### config.mk
export PLATFORM = sky130hd
export DESIGN_NAME = mdu_iter
export DESIGN_NICKNAME = d
export VERILOG_FILES = /design/src/rtl/mdu_iter_pkg.sv /design/src/rtl/mdu_div_step.sv /design/src/rtl/mdu_iter.sv
export SDC_FILE = /design/constraint.sdc
export NUM_CORES = 1
export LEC_CHECK = 0
export BUFFER_PORTS_ARGS = -buffer_cell sky130_fd_sc_hd__buf_2
export CAP_MARGIN = 15
export CORE_UTILIZATION = 55
export DETAILED_ROUTE_END_ITERATION = 10
export PLACE_DENSITY_LB_ADDON = 0.05
export SLEW_MARGIN = 20
export SYNTH_ARGS = -nofsm -noshare
export SYNTH_HDL_FRONTEND = slang
export SYNTH_HIERARCHICAL = 1
export SYNTH_SLANG_ARGS = --single-unit
### constraint.sdc
create_clock -name clk -period 3.5 [get_ports clk]
set_input_delay 0.525 -clock clk [delete_from_list [all_inputs] [get_ports clk]]
set_output_delay 0.525 -clock clk [all_outputs]
set_load 0.01 [all_outputs]
### src/rtl/mdu_iter_pkg.sv
// Shared definitions for the RV32M multiply/divide unit: mode codes,
// error flag bit positions and FSM state encoding. The mode codes are the
// same byte values the calculate unit's mode table uses.
package mdu_iter_pkg;

  localparam logic [7:0] MODE_MUL    = 8'h40;
  localparam logic [7:0] MODE_MULH   = 8'h41;
  localparam logic [7:0] MODE_MULHSU = 8'h42;
  localparam logic [7:0] MODE_MULHU  = 8'h43;
  localparam logic [7:0] MODE_DIV    = 8'h44;
  localparam logic [7:0] MODE_DIVU   = 8'h45;
  localparam logic [7:0] MODE_REM    = 8'h46;
  localparam logic [7:0] MODE_REMU   = 8'h47;

  localparam int ERR_DIV0    = 0;
  localparam int ERR_OVF     = 1;
  localparam int ERR_ILLEGAL = 2;
  localparam int ERR_RSVD    = 3;

  typedef enum logic [1:0] {
    ST_IDLE = 2'd0,
    ST_ITER = 2'd1,
    ST_FIX  = 2'd2,
    ST_DONE = 2'd3
  } state_t;

  // True for the eight 32M mode codes 8'h40..8'h47.
  function automatic logic is_mdu_mode(input logic [7:0] m);
    return (m[7:3] == 5'b01000);
  endfunction

endpackage

### src/rtl/mdu_div_step.sv
// One restoring-division step: shift the next dividend bit into the
// partial remainder, trial-subtract the divisor, keep the difference only
// when it is non-negative. The quotient bit is 1 exactly in that case.
module mdu_div_step (
  input  logic [32:0] rem_in,
  input  logic        dividend_bit,
  input  logic [31:0] divisor,
  output logic [32:0] rem_out,
  output logic        q_bit
);

  logic [33:0] diff;

  // Trial subtraction; bit 33 of the difference is the borrow/sign.
  always_comb begin
    diff    = {rem_in, dividend_bit} - {2'b00, divisor};
    q_bit   = ~diff[33];
    rem_out = q_bit ? diff[32:0] : {rem_in[31:0], dividend_bit};
  end

endmodule

### src/rtl/mdu_iter.sv
// Iterative RV32M multiply/divide unit with start/busy/done handshake.
// Handshake: start is accepted only in the IDLE or DONE state (busy=0);
// busy is high for ITER and FIX; done pulses for the single DONE cycle, and
// answer/error are valid from that cycle and held until the next accepted
// start. Optional build macro: MDU_FAST_MUL_EN (single-cycle multiplies).
module mdu_iter
  import mdu_iter_pkg::*;
(
  input  logic        clk,
  input  logic        rst,
  input  logic        start,
  input  logic [7:0]  mode,
  input  logic [31:0] number1,
  input  logic [31:0] number2,
  output logic        busy,
  output logic        done,
  output logic [31:0] answer,
  output logic [3:0]  error
);

  state_t      state_q, state_d;
  logic [4:0]  cnt_q;
  logic [2:0]  op_q;
  logic        s1_q, s2_q;
  logic [31:0] opnd_q;   // multiplicand |a| or divisor |b|
  logic [63:0] acc_q;    // product accumulator; low half doubles as dividend/quotient
  logic [32:0] rem_q;    // partial remainder
  logic [31:0] answer_q;
  logic [3:0]  error_q;

  logic        sa, sb;
  logic [31:0] mag_a, mag_b;
  logic        early;
  logic [31:0] early_ans;
  logic [3:0]  early_err;
  logic [32:0] mul_sum;
  logic [32:0] step_rem;
  logic        step_q;
  logic [63:0] prod;
  logic [31:0] quo, rmd, fix_ans;
`ifdef MDU_FAST_MUL_EN
  logic [63:0] fast_prod;
`endif

  assign busy   = (state_q == ST_ITER) || (state_q == ST_FIX);
  assign done   = (state_q == ST_DONE);
  assign answer = answer_q;
  assign error  = error_q;

  // Operand signedness per mode and the magnitudes that get latched.
  always_comb begin
    sa = 1'b0;
    sb = 1'b0;
    case (mode)
      MODE_MULH, MODE_DIV, MODE_REM: begin
        sa = number1[31];
        sb = number2[31];
      end
      MODE_MULHSU: sa = number1[31];
      default: ;
    endcase
    mag_a = sa ? (32'd0 - number1) : number1;
    mag_b = sb ? (32'd0 - number2) : number2;
  end

  // Early-out detection: cases resolved at the start edge without iterating.
  always_comb begin
    early     = 1'b0;
    early_ans = '0;
    early_err = '0;
`ifdef MDU_FAST_MUL_EN
    fast_prod = {{32{sa}}, number1} * {{32{sb}}, number2};
`endif
    if (!is_mdu_mode(mode)) begin
      early                  = 1'b1;
      early_err[ERR_ILLEGAL] = 1'b1;
    end else if (mode[2] && (number2 == 32'd0)) begin
      early               = 1'b1;
      early_err[ERR_DIV0] = 1'b1;
      early_ans           = mode[1] ? number1 : 32'hFFFF_FFFF;
    end else if (((mode == MODE_DIV) || (mode == MODE_REM)) &&
                 (number1 == 32'h8000_0000) && (number2 == 32'hFFFF_FFFF)) begin
      early              = 1'b1;
      early_err[ERR_OVF] = 1'b1;
      early_ans          = mode[1] ? 32'd0 : 32'h8000_0000;
    end
`ifdef MDU_FAST_MUL_EN
    else if (!mode[2]) begin
      early     = 1'b1;
      early_ans = (mode[1:0] == 2'b00) ? fast_prod[31:0] : fast_prod[63:32];
    end
`endif
  end

  // Next-state logic; a start in DONE behaves exactly like one in IDLE.
  always_comb begin
    state_d = state_q;
    case (state_q)
      ST_IDLE, ST_DONE: begin
        if (start) state_d = early ? ST_DONE : ST_ITER;
        else       state_d = ST_IDLE;
      end
      ST_ITER: if (cnt_q == 5'd31) state_d = ST_FIX;
      ST_FIX:  state_d = ST_DONE;
      default: state_d = ST_IDLE;
    endcase
  end

  // State register.
  always_ff @(posedge clk) begin
    if (rst) state_q <= ST_IDLE;
    else     state_q <= state_d;
  end

  // Shift-add step: add the multiplicand into the high half when the
  // current multiplier bit (acc LSB) is set, then shift the whole accumulator right.
  always_comb begin
    mul_sum = {1'b0, acc_q[63:32]} + {1'b0, (acc_q[0] ? opnd_q : 32'd0)};
  end

  mdu_div_step u_div_step (
    .rem_in       (rem_q),
    .dividend_bit (acc_q[31]),
    .divisor      (opnd_q),
    .rem_out      (step_rem),
    .q_bit        (step_q)
  );

  // Sign correction and result select for the FIX state.
  always_comb begin
    fix_ans = '0;
    prod    = (s1_q ^ s2_q) ? (64'd0 - acc_q) : acc_q;
    quo     = (s1_q ^ s2_q) ? (32'd0 - acc_q[31:0]) : acc_q[31:0];
    rmd     = s1_q ? (32'd0 - rem_q[31:0]) : rem_q[31:0];
    case (op_q)
      3'b000:                 fix_ans = prod[31:0];
      3'b001, 3'b010, 3'b011: fix_ans = prod[63:32];
      3'b100, 3'b101:         fix_ans = quo;
      default:                fix_ans = rmd;
    endcase
  end

  // Datapath: operand latch on accept, one iteration per ITER cycle,
  // result registers written only on early-out or FIX->DONE.
  always_ff @(posedge clk) begin
    if (rst) begin
      cnt_q    <= '0;
      op_q     <= '0;
      s1_q     <= 1'b0;
      s2_q     <= 1'b0;
      opnd_q   <= '0;
      acc_q    <= '0;
      rem_q    <= '0;
      answer_q <= '0;
      error_q  <= '0;
    end else begin
      case (state_q)
        ST_IDLE, ST_DONE: begin
          if (start) begin
            cnt_q <= '0;
            op_q  <= mode[2:0];
            s1_q  <= sa;
            s2_q  <= sb;
            rem_q <= '0;
            if (early) begin
              answer_q <= early_ans;
              error_q  <= early_err;
            end else if (mode[2]) begin
              opnd_q <= mag_b;
              acc_q  <= {32'd0, mag_a};
            end else begin
              opnd_q <= mag_a;
              acc_q  <= {32'd0, mag_b};
            end
          end
        end
        ST_ITER: begin
          cnt_q <= cnt_q + 5'd1;
          if (op_q[2]) begin
            rem_q       <= step_rem;
            acc_q[31:0] <= {acc_q[30:0], step_q};
          end else begin
            acc_q <= {mul_sum, acc_q[31:1]};
          end
        end
        ST_FIX: begin
          answer_q <= fix_ans;
          error_q  <= '0;
        end
        default: ;
      endcase
    end
  end

endmodule

==> summary.md, run 1 <==
| Metric | Value |
|---|---|
| Final Hold Vio Count | 0 |
| Achievable clock frequency | 287 MHz |
| CP startpoint | opnd_q[11]$_SDFFE_PP0P_ |
| Largest net degree at the start of global routing | 71 |
| Yosys cell types | 94 |
| P per Cell Area | between 300 and 400 nW/um^2 |
| Syn Std Cell Area | 16000 sq um |
| Worst Path Max Fanout | 6 |
| Hold WC Path Type | input pin to flip-flop |
| Relative slew slack | 24.9% |
| Sequential Power Share | 30.5% |
| Synthesized area per cell | 7.46 sq um |
| Post-synthesis sequential area ratio | between 20% and 30% |
| Fin area | 18600 sq um |
| Post-Synthesis Net Count | 2296 |
| CTS sink count | 176 |
| Net Switching | around 3000 uW |
| Pleak | 0.00761 uW |
| Horiz. Die Dim | 173 um |
| Clock Skews | 0.0165 ns |
| FF-to-FF Start | opnd_q[11]$_SDFFE_PP0P_ |
| Ranking of synthesized cells by area | dfxtp_1 22%, xnor2_1 6.2%, a21oi_1 6.0%, ha_1 5.8%, nor2_1 4.8% |
| Vias post-DR | ~18000 |
| Antenna cells | 0 |
| Tot GR Track Use | 39.3% |
| DRC viols | 0 |
| Worst hold path depth | 3 |
| RR Endpoint | rem_q[10]$_SDFFE_PP0P_ |
| Global-route wire length before repair | 91300 um |
| Most numerous cell on the critical path | buf_12 |
| Nets | 2425 |
| Combinational Power Share | 40.5% |
| Register area | between 3000 and 4000 sq um |
| Clock power frac | between 20% and 30% |
| Post-synth top area share | 22.0% |
| Hold path start | mode[0] |
| H-tree depth | 4 |
| Root Driver | clkbuf_16 |
| Die Y-Extent | 173 um |
| Initial antenna violation count | 0 |
| GP Congestion | 0.990 |
| Dpl hpwl | between 40000 and 50000 um |
| Fillcell total | 2630 |
| WP data arrival | 3.80 ns |
| Slowest stage cell, crit path | or3b_4 |
| Clk Latency, worst-skew pair | 0.46 ns |
| Switching portion of total power | 41.4% |
| Worst-margin pin slew | 1.12 ns |
| Seq cells post-synth | 176 |
| Overall power | 7350 uW |
| Critical path depth | 14 |
| Synth Instances | 2145 |
| First-pass DRT Iterations | 7 |
| Internal power | 4310 uW |
| CP endpoint kind | flip-flop |
| Area occupied by multi-input gates | between 10000 and 15000 sq um |
| IO Port Bufs | approximately 110 |
| Yosys top cell by area | dfxtp_1 |
| Final setup vio count | 0 |
| Area grow syn2layout | 15.9% |
| Ys Warns | 6 |
| Vias in the first global route | 15970 |
| Clock-pin slew on the worst setup and hold paths | 0.08 ns |
| Io pins | around 110 |
| Critical Path RT | 3.82 ns |
| Number of synthesized flops with an enable pin | 0 |
| Cells after DPL | ~2600 |
| CTS tree | yes |
| Placeable Area | 28700 sq um |
| Critical path's largest stage delay | about 0.42 ns |
| Fin. max-slew vios | 0 |
| Fin crit share | 99.7% |
| Bufs and invs on worst path | 3 |
| CP Class | flip-flop to flip-flop |
| Top post-synthesis cells by count | 204 x nor2_1, 202 x nand2_1, 191 x a21oi_1, 176 x dfxtp_1, 116 x clkbuf_1 |
| Status | completed |
| CP startpoint kind | flip-flop |
| Starting DRC count in detailed routing | 2089 |
| CP delay by family, top | compound AO/OA/AOI/OAI gates |
| Dpl cell area | between 15000 and 20000 sq um |
| Total grt overflow | 0 |
| Post-synth ARST share | 0% |
| Total Wirelength | 60600 um |
| Reg2Reg Setup Slack | 0.01 ns |
| Row cnt | 62 |
| Avg WL per Cell | 22.7 um |
| Period minus WS final | 3.49 ns |
| Vias per cell | between 6 and 7 |
| Hold endpoint | op_q[0]$_SDFFE_PP0P_ |
| Setup TNS | 0 ns |
| Final ANT Viol Nets | 0 |
| Starting Density | 55.8% |
| Cell-by-cell trace of the critical path | inv_1 > ha_4 > nand4_1 > or3b_4 > a211oi_4 > o31ai_2 > and3_4 > o31ai_4 > xor2_4 > buf_12 > buf_12 > mux2_1 > a22oi_2 > nor2_1 |
| CTS Buf Count | 17 |
| VDD IR max | 510 uV |
| Layout cells sized above 1 | 17.3% |
| Most numerous cell in the Yosys netlist | nor2_1 |
| Die area | about 30000 sq um |
| Reg2Reg Depth | 14 |
| Max_cap viols | 0 |
| Ys flop type | dfxtp_1 |
| Clock tree buffer depth | 2 |
| Final Instance Count excl. Fillers | 2671 |
[metrics by stage]
stage          util [%]  hold WS [ns]  worst slack (ns)
6_report           64.7         0.374            0.0105
5_1_grt            64.7         0.388           -0.0638
4_1_cts            63.7         0.356           0.00532
3_5_place_dp       61.2         0.461            -0.127
3_3_place_gp       61.2         0.449           -0.0654
2_1_floorplan         -         0.440             0.284
[worst min-delay path, cell delays in order]
cell and delay [ns]:
buf_2 0.14, nand3_1 0.07, a21oi_1 0.05
[registers in the layout, summed over array words and instances, names as in the netlist]
| name | cells |
|---|---|
| acc_q | 64 |
| answer | 32 |
| cnt_q | 5 |
| error | 3 |
| op_q | 3 |
| opnd_q | 32 |
| rem_q | 33 |
| s1_q | 1 |
| s2_q | 1 |
| state_q | 2 |
[layout make-up]
cell class                      instances  area share [%]
Clock buffer                           18            2.31
Clock inverter                         14            1.05
Inverter                               74            1.50
Multi-Input combinational cell       1745            63.7
Sequential cell                       176            19.1
Tap cell                              384            2.59
Timing Repair Buffer                  260            9.71
[layer usage]
layer / routed length, um / track usage (%) / up-vias
li1: - / - / 8092
met1: 25500 / 52.1 / 8334
met2: 26700 / 60.7 / 932
met3: 5050 / 6.71 / 183
met4: 3350 / 21.4 / 0
met5: 0 / 0 / -
[power by group through the flow]
| stage | combinational (uW) | clock (uW) | sequential (uW) |
|---|---|---|---|
| 6_report | 2980 | 2130 | 2240 |
| 3_3_place_gp | 2710 | 0 | 2280 |
| 3_5_place_dp | 2750 | 0 | 2280 |
| 5_1_grt | 3150 | 2210 | 2250 |
| 4_1_cts | 2820 | 2140 | 2240 |
| 2_1_floorplan | 1890 | 0 | 2210 |
[cell families after synthesis]
kind of cell,share of synthesized area [%]
other cells,0.0234
simple gates,22.0
compound gates,28.0
flops,22.0
mux,5.19
fa+ha+maj,6.03
xor+xnor,10.9
buf+inv,5.76
[layout by cell type, fill, tap and decap left out, types with 7 or more instances in the layout]
cell	netlist	final
and2_1	36	36
a41oi_1	9	8
o41ai_1	18	18
or3_1	11	11
nand2b_1	26	26
xor2_1	86	84
nand4_1	19	19
nor4_1	21	21
a211oi_1	43	42
o21a_1	12	12
a21oi_1	191	189
buf_2	14	110
a22oi_1	68	63
dfxtp_1	176	167
o31ai_1	23	20
inv_1	74	74
mux2_1	20	20
o211ai_1	32	32
buf_4	9	141
or4_1	27	27
mux2i_1	38	38
xnor2_1	114	113
a22o_1	12	12
ha_4	0	8
nand3_1	46	46
o22ai_1	39	39
a21o_1	34	34
nor2_1	204	202
clkbuf_16	0	18
and3_1	9	9
buf_12	0	7
nor2b_1	15	15
ha_1	74	65
o21ai_0	89	88
mux2_2	20	20
nand2_1	202	202
nor3_1	51	50
a31oi_1	38	38
[what timing repair did]
item	4_1_cts	5_1_grt
setup buffers	2	9
pin swaps	2	5
endpoints found under the setup margin	26	35
resized for setup	9	34
cloned	1	1
hold buffers	0	0
[worst max-delay path by stage]
| stage | end | slack (ns) |
|---|---|---|
| final | rem_q[10]$_SDFFE_PP0P_ | 0.01 |
| after global routing | rem_q[10]$_SDFFE_PP0P_ | -0.06 |
| after CTS | rem_q[27]$_SDFFE_PP0P_ | 0.005 |
| after detailed placement | rem_q[9]$_SDFFE_PP0P_ | -0.13 |
| after global placement | rem_q[2]$_SDFFE_PP0P_ | -0.07 |
| after floorplan | acc_q[59]$_SDFFE_PP0P_ | 0.28 |
Note: power is estimated with default switching activity, not from simulation.
==> inputs of run 2 (changes only) <==
--- a/config.mk
+++ b/config.mk
@@ -9,6 +9,7 @@
 export CAP_MARGIN = 15
 export CORE_UTILIZATION = 55
 export DETAILED_ROUTE_END_ITERATION = 10
+export MAX_ROUTING_LAYER = met4
 export PLACE_DENSITY_LB_ADDON = 0.05
 export SLEW_MARGIN = 20
 export SYNTH_ARGS = -nofsm -noshare
==> run 2 against run 1 <==
Effect of this change:
- fmax down 0.21%
- largest power group unchanged
- via count down 0.18%
- global-route usage up 1.2 points
==> summary.md, run 2 (synthesis results as in run 1) <==
| Metric | Value |
|---|---|
| Status | completed |
| H-tree depth | 4 |
| Fin. max-slew vios | 0 |
| Hold WC Path Type | input pin to flip-flop |
| Largest net degree at the start of global routing | 62 |
| DRC viols | 0 |
| Pleak | 0.00756 uW |
| Combinational Power Share | between 40% and 50% |
| Die Y-Extent | roughly 170 um |
| Post-route setup slack | 0.00307 ns |
| Worst Path Max Fanout | 11 |
| Clk Latency, worst-skew pair | around 0.47 ns |
| First-pass DRT Iterations | 6 |
| Clock-pin slew on the worst setup and hold paths | roughly 0.080 ns |
| IO Port Bufs | 111 |
| Row cnt | 62 |
| CP Class | flip-flop to flip-flop |
| Worst slack, placed | -0.113 ns |
| Final setup vio count | 0 |
| Fin crit share | 99.9% |
| Clock Skews | around 0.016 ns |
| Nets | 2418 |
| Placeable Area | approximately 29000 sq um |
| CP endpoint kind | flip-flop |
| Commonest non-fill, non-tap cells in the layout | 202 x nand2_1, 202 x nor2_1, 189 x a21oi_1 |
| Vias post-DR | 17510 |
| WP data arrival | 3.83 ns |
| Horiz. Die Dim | 173 um |
| Total grt overflow | 0 |
| Setup TNS | 0 ns |
| CTS Buf Count | 17 |
| Initial antenna violation count | 0 |
| Internal power | 4110 uW |
| Final Hold Vio Count | 0 |
| Vias in the first global route | 15758 |
| Clock tree buffer depth | 2 |
| Clock power frac | 27.3% |
| Overall power | 7140 uW |
| CP startpoint kind | flip-flop |
| CTS tree | yes |
| Avg WL per Cell | 22.7 um |
| Dpl hpwl | around 46000 um |
| Sequential Power Share | 31.4% |
| Period minus WS final | roughly 3.5 ns |
| Final ANT Viol Nets | 0 |
| Relative slew slack | between 20% and 30% |
| Achievable clock frequency | 286 MHz |
| VDD IR max | 452 uV |
| Die area | 29800 sq um |
| Total Wirelength | 60500 um |
| Worst-margin pin slew | 1.06 ns |
| Switching portion of total power | 42.4% |
| Vias per cell | about 6.6 |
| Tot GR Track Use | 40.4% |
| Starting Density | 55.8% |
| Area grow syn2layout | 15.3% |
| Global-route wire length before repair | 91800 um |
| Net Switching | 3030 uW |
| Critical Path RT | around 3.8 ns |
| Fillcell total | 2604 |
| Most flops, register | acc_q |
| Max reg flops | 64 |
| CTS sink count | 176 |
| P per Cell Area | 387 nW/um^2 |
| GP Congestion | just over 1 |
| Antenna cells | 0 |
| Largest regs | acc_q (64), rem_q (33) |
| Layout cells sized above 1 | 17.3% |
| Starting DRC count in detailed routing | 2052 |
| Io pins | ~110 |
| Root Driver | clkbuf_16 |
| Max_cap viols | 0 |
run 2: cell count changes in the layout (fill, tap and decap cells not counted), sizes merged:
cell	previous run	this run
buf	259	251
bufinv	3	0
clkbuf	19	22
inv	81	84
clkinv	2	1
clkinvlp	2	1
run 2: power by group through the flow:
stage | registers (uW) | logic, uW | clock network, uW
floorplan | 2210 | 1890 | 0
CTS | 2230 | 2730 | 1970
global placement | 2270 | 2710 | 0
detailed placement | 2280 | 2720 | 0
global route | 2250 | 3120 | 2040
finish | 2240 | 2950 | 1950
run 2: area by class of cell:
cell class	instances	area, sq um	share of cell area [%]
Multi-Input combinational cell	1745	11800	64.2
Sequential cell	176	3530	19.2
Timing Repair Buffer	253	1750	9.48
Tap cell	384	480	2.60
Clock buffer	20	457	2.47
Inverter	74	278	1.51
Clock inverter	12	111	0.603
run 2: repair_timing:
item                       4_1_cts  5_1_grt
cloned                           0        2
setup endpoints to repair        1       33
setup buffers                    0        7
resized for setup                2       43
hold endpoints to repair         0        0
pin swaps                        0        8
hold buffers                     0        0
run 2: layer usage:
layer / share of wire (%) / global-route usage, %
met1: 41 / 53.5
met2: 44 / 59.3
met3: 8.7 / 5.28
met4: 6.0 / 22.5
met5: 0 / -
run 2: critical path: stages (launching register included):
cell and delay (ns):
dfxtp_2 0.37, inv_2 0.06, ha_4 0.26, nand4_1 0.18, or3b_4 0.44, a211oi_4 0.26, o31ai_2 0.13, and3_4 0.22
o31ai_4 0.32, xor2_4 0.22, buf_12 0.15, clkbuf_16 0.16, mux2_1 0.34, a22oi_1 0.19, nor2_1 0.08
run 2: worst paths after layout:
check	startpoint	to	slack [ns]	depth (start not counted)
hold / removal	mode[0]	op_q[0]$_SDFFE_PP0P_	0.37	3
setup / recovery	opnd_q[11]$_SDFFE_PP0P_	rem_q[9]$_SDFFE_PP0P_	0.003	14
setup reg to reg	opnd_q[11]$_SDFFE_PP0P_	rem_q[9]$_SDFFE_PP0P_	0.003	14
hold reg to reg	error[1]$_SDFFE_PP0P_	error[1]$_SDFFE_PP0P_	0.46	2
run 2: stage by stage:
step / hold slack (ns) / utilization, % / cell area (sq um) / cells
floorplan: 0.440 / - / 16000 / 2145
global placement: 0.446 / 61.1 / 17500 / 2623
detailed placement: 0.448 / 61.1 / 17500 / 2623
CTS: 0.352 / 63.1 / 18100 / 2655
global route: 0.375 / 64.3 / 18500 / 2664
finish: 0.371 / 64.3 / 18500 / 2664
==> inputs of run 3 (changes only) <==
--- a/config.mk
+++ b/config.mk
@@ -7,7 +7,7 @@
 export LEC_CHECK = 0
 export BUFFER_PORTS_ARGS = -buffer_cell sky130_fd_sc_hd__buf_2
 export CAP_MARGIN = 15
-export CORE_UTILIZATION = 55
+export CORE_UTILIZATION = 50
 export DETAILED_ROUTE_END_ITERATION = 10
 export MAX_ROUTING_LAYER = met4
 export PLACE_DENSITY_LB_ADDON = 0.05
==> constraint.sdc (replaced) <==
create_clock -name clk -period 4.45 [get_ports clk]
set_input_delay 0.6675 -clock clk [delete_from_list [all_inputs] [get_ports clk]]
set_output_delay 0.6675 -clock clk [all_outputs]
set_load 0.01 [all_outputs]
==> run 3 against run 2 <==
Effect of this change:
- power fell by 25%
- cell count fell by 3.0%
- combinational power is 28% lower
- non-clock buffer count decreased by 97
- highest routed layer unchanged
==> summary.md, run 3 (synthesis results as in run 1) <==
| Metric | Value |
|---|---|
| Status | completed |
| First-pass DRT Iterations | 5 |
| Worst hold path depth | 2 |
| GP Congestion | between 0.9 and 1 |
| Switching portion of total power | between 40% and 50% |
| Critical Path RT | 4.78 ns |
| Die area | around 33000 sq um |
| Overall power | 5380 uW |
| VDD IR max | ~430 uV |
| P per Cell Area | between 300 and 400 nW/um^2 |
| RSZ-0062 raised after global routing | false |
| Fin. max-slew vios | 0 |
| Hold WC Path Type | flip-flop to flip-flop |
| Vias per cell | ~6.4 |
| Placeable Area | 31600 sq um |
| Antenna cells | 0 |
| Root Driver | clkbuf_16 |
| Worst-margin pin slew | 0.976 ns |
| Commonest non-fill, non-tap cells in the layout | 202 x nand2_1, 202 x nor2_1, 191 x a21oi_1 |
| Max reg flops | 64 |
| RR Endpoint | rem_q[7]$_SDFFE_PP0P_ |
| CP endpoint kind | flip-flop |
| Pleak | 0.00697 uW |
| Achievable clock frequency | 255 MHz |
| Final Hold Vio Count | 0 |
| Die Y-Extent | 181 um |
| Avg WL per Cell | 22.7 um |
| Reg2Reg Depth | 12 |
| Clk Latency, worst-skew pair | 0.46 ns |
| Clock Skews | approximately 0.017 ns |
| Relative slew slack | 34.9% |
| Largest regs | acc_q (64), rem_q (33) |
| Initial antenna violation count | 0 |
| FF-to-FF Start | rem_q[13]$_SDFFE_PP0P_ |
| Hold path start | opnd_q[13]$_SDFFE_PP0P_ |
| Setup TNS | 0 ns |
| Io pins | around 110 |
| Clock-pin slew on the worst setup and hold paths | 0.08 ns |
| Internal power | 3060 uW |
| WP data arrival | 4.26 ns |
| Clock power frac | 27.7% |
| Period minus WS final | ~3.9 ns |
| Clock tree buffer depth | 2 |
| Area grow syn2layout | 8.70% |
| Vias post-DR | between 15000 and 20000 |
| Final setup vio count | 0 |
| CP startpoint kind | flip-flop |
| Final ANT Viol Nets | 0 |
| Dpl hpwl | 45900 um |
| IO Port Bufs | ~110 |
| DRC viols | 0 |
| Reg2Reg Setup Slack | 0.52 ns |
| Cell-by-cell trace of the critical path | ha_1 > nand4_1 > or3b_1 > a211oi_2 > o31ai_1 > and3_4 > o31ai_4 > xor2_4 > buf_12 > mux2_1 > a22oi_1 > nor2_1 |
| Starting DRC count in detailed routing | approximately 1700 |
| Total grt overflow | 0 |
| CP Class | flip-flop to flip-flop |
| Largest net degree at the start of global routing | 83 |
| Row cnt | 65 |
| Starting Density | 50.7% |
| CTS tree | yes |
| Max_cap viols | 0 |
| Layout cells sized above 1 | 11.9% |
| Post_cts resized | 0 |
| Hold endpoint | opnd_q[13]$_SDFFE_PP0P_ |
| Fin crit share | between 80 and 90% |
| Hold_buf cts | 0 |
| Critical path's largest stage delay | roughly 0.45 ns |
| Sequential Power Share | 33.0% |
| H-tree depth | 4 |
| Slowest stage cell, crit path | ha_1 |
| Nets | 2321 |
| Vias in the first global route | roughly 15000 |
| Tot GR Track Use | between 30% and 40% |
| Total Wirelength | 58800 um |
| Global-route wire length before repair | 89900 um |
| Most flops, register | acc_q |
| Horiz. Die Dim | 181 um |
| Combinational Power Share | 39.3% |
| CTS sink count | between 150 and 200 |
| Worst Path Max Fanout | 29 |
| CTS Buf Count | 17 |
| Post-layout util | between 50% and 60% |
| Net Switching | ~2300 uW |
| Setup bufs post-CTS | 0 |
[run 3: layout make-up]
| type | instances | area [sq um] |
|---|---|---|
| fillers | 3112 | 14200 |
| multi-input cells | 1745 | 11600 |
| flip-flops and latches | 176 | 3520 |
| repair buffers | 156 | 908 |
| well taps | 402 | 503 |
| clock buffers | 19 | 453 |
| inverters | 74 | 278 |
| clock inverters | 12 | 98.8 |
[run 3: power by group through the flow]
stage / registers [uW] / logic (uW) / clock network [uW]
floorplan: 1740 / 1490 / 0
global placement: 1800 / 2050 / 0
detailed placement: 1800 / 2050 / 0
CTS: 1770 / 2060 / 1500
global route: 1780 / 2270 / 1570
finish: 1770 / 2110 / 1490
[run 3: how the worst max path moves through the flow]
stage	slack (ns)	cells after the start	endpoint	from
after floorplan	1.23	13	acc_q[59]$_SDFFE_PP0P_	acc_q[0]$_SDFFE_PP0P_
after global placement	0.63	12	rem_q[5]$_SDFFE_PP0P_	rem_q[13]$_SDFFE_PP0P_
after detailed placement	0.58	10	answer[18]$_SDFFE_PP0P_	number1[25]
after CTS	0.57	12	rem_q[6]$_SDFFE_PP0P_	rem_q[13]$_SDFFE_PP0P_
after global routing	0.34	12	rem_q[10]$_SDFFE_PP0P_	rem_q[13]$_SDFFE_PP0P_
final	0.52	12	rem_q[7]$_SDFFE_PP0P_	rem_q[13]$_SDFFE_PP0P_
[run 3: metrics by stage]
step	hold WS [ns]	cells	instance area [sq um]	setup slack, ns
after floorplan	0.440	2145	16000	1.23
after global placement	0.454	2553	16900	0.628
after detailed placement	0.461	2553	16900	0.577
after CTS	0.478	2584	17400	0.569
after global routing	0.495	2584	17400	0.342
final	0.484	2584	17400	0.522
[run 3: routing by layer]
metal  vias up  part of all wire, %  GRT usage (%)
li1       7903                    -              -
met1      7910                   45           49.1
met2       699                   44           54.6
met3       103                  7.0           5.60
met4         0                  4.0           14.5
met5         -                    0              -
[run 3: critical path: cells and delay by family (launching register included)]
family	cells	cell delay (ns)
compound gates	4	1.01
simple gates	4	0.91
fa+ha+maj	1	0.45
xor+xnor	1	0.40
flops	1	0.39
mux	1	0.35
buf+inv	1	0.26
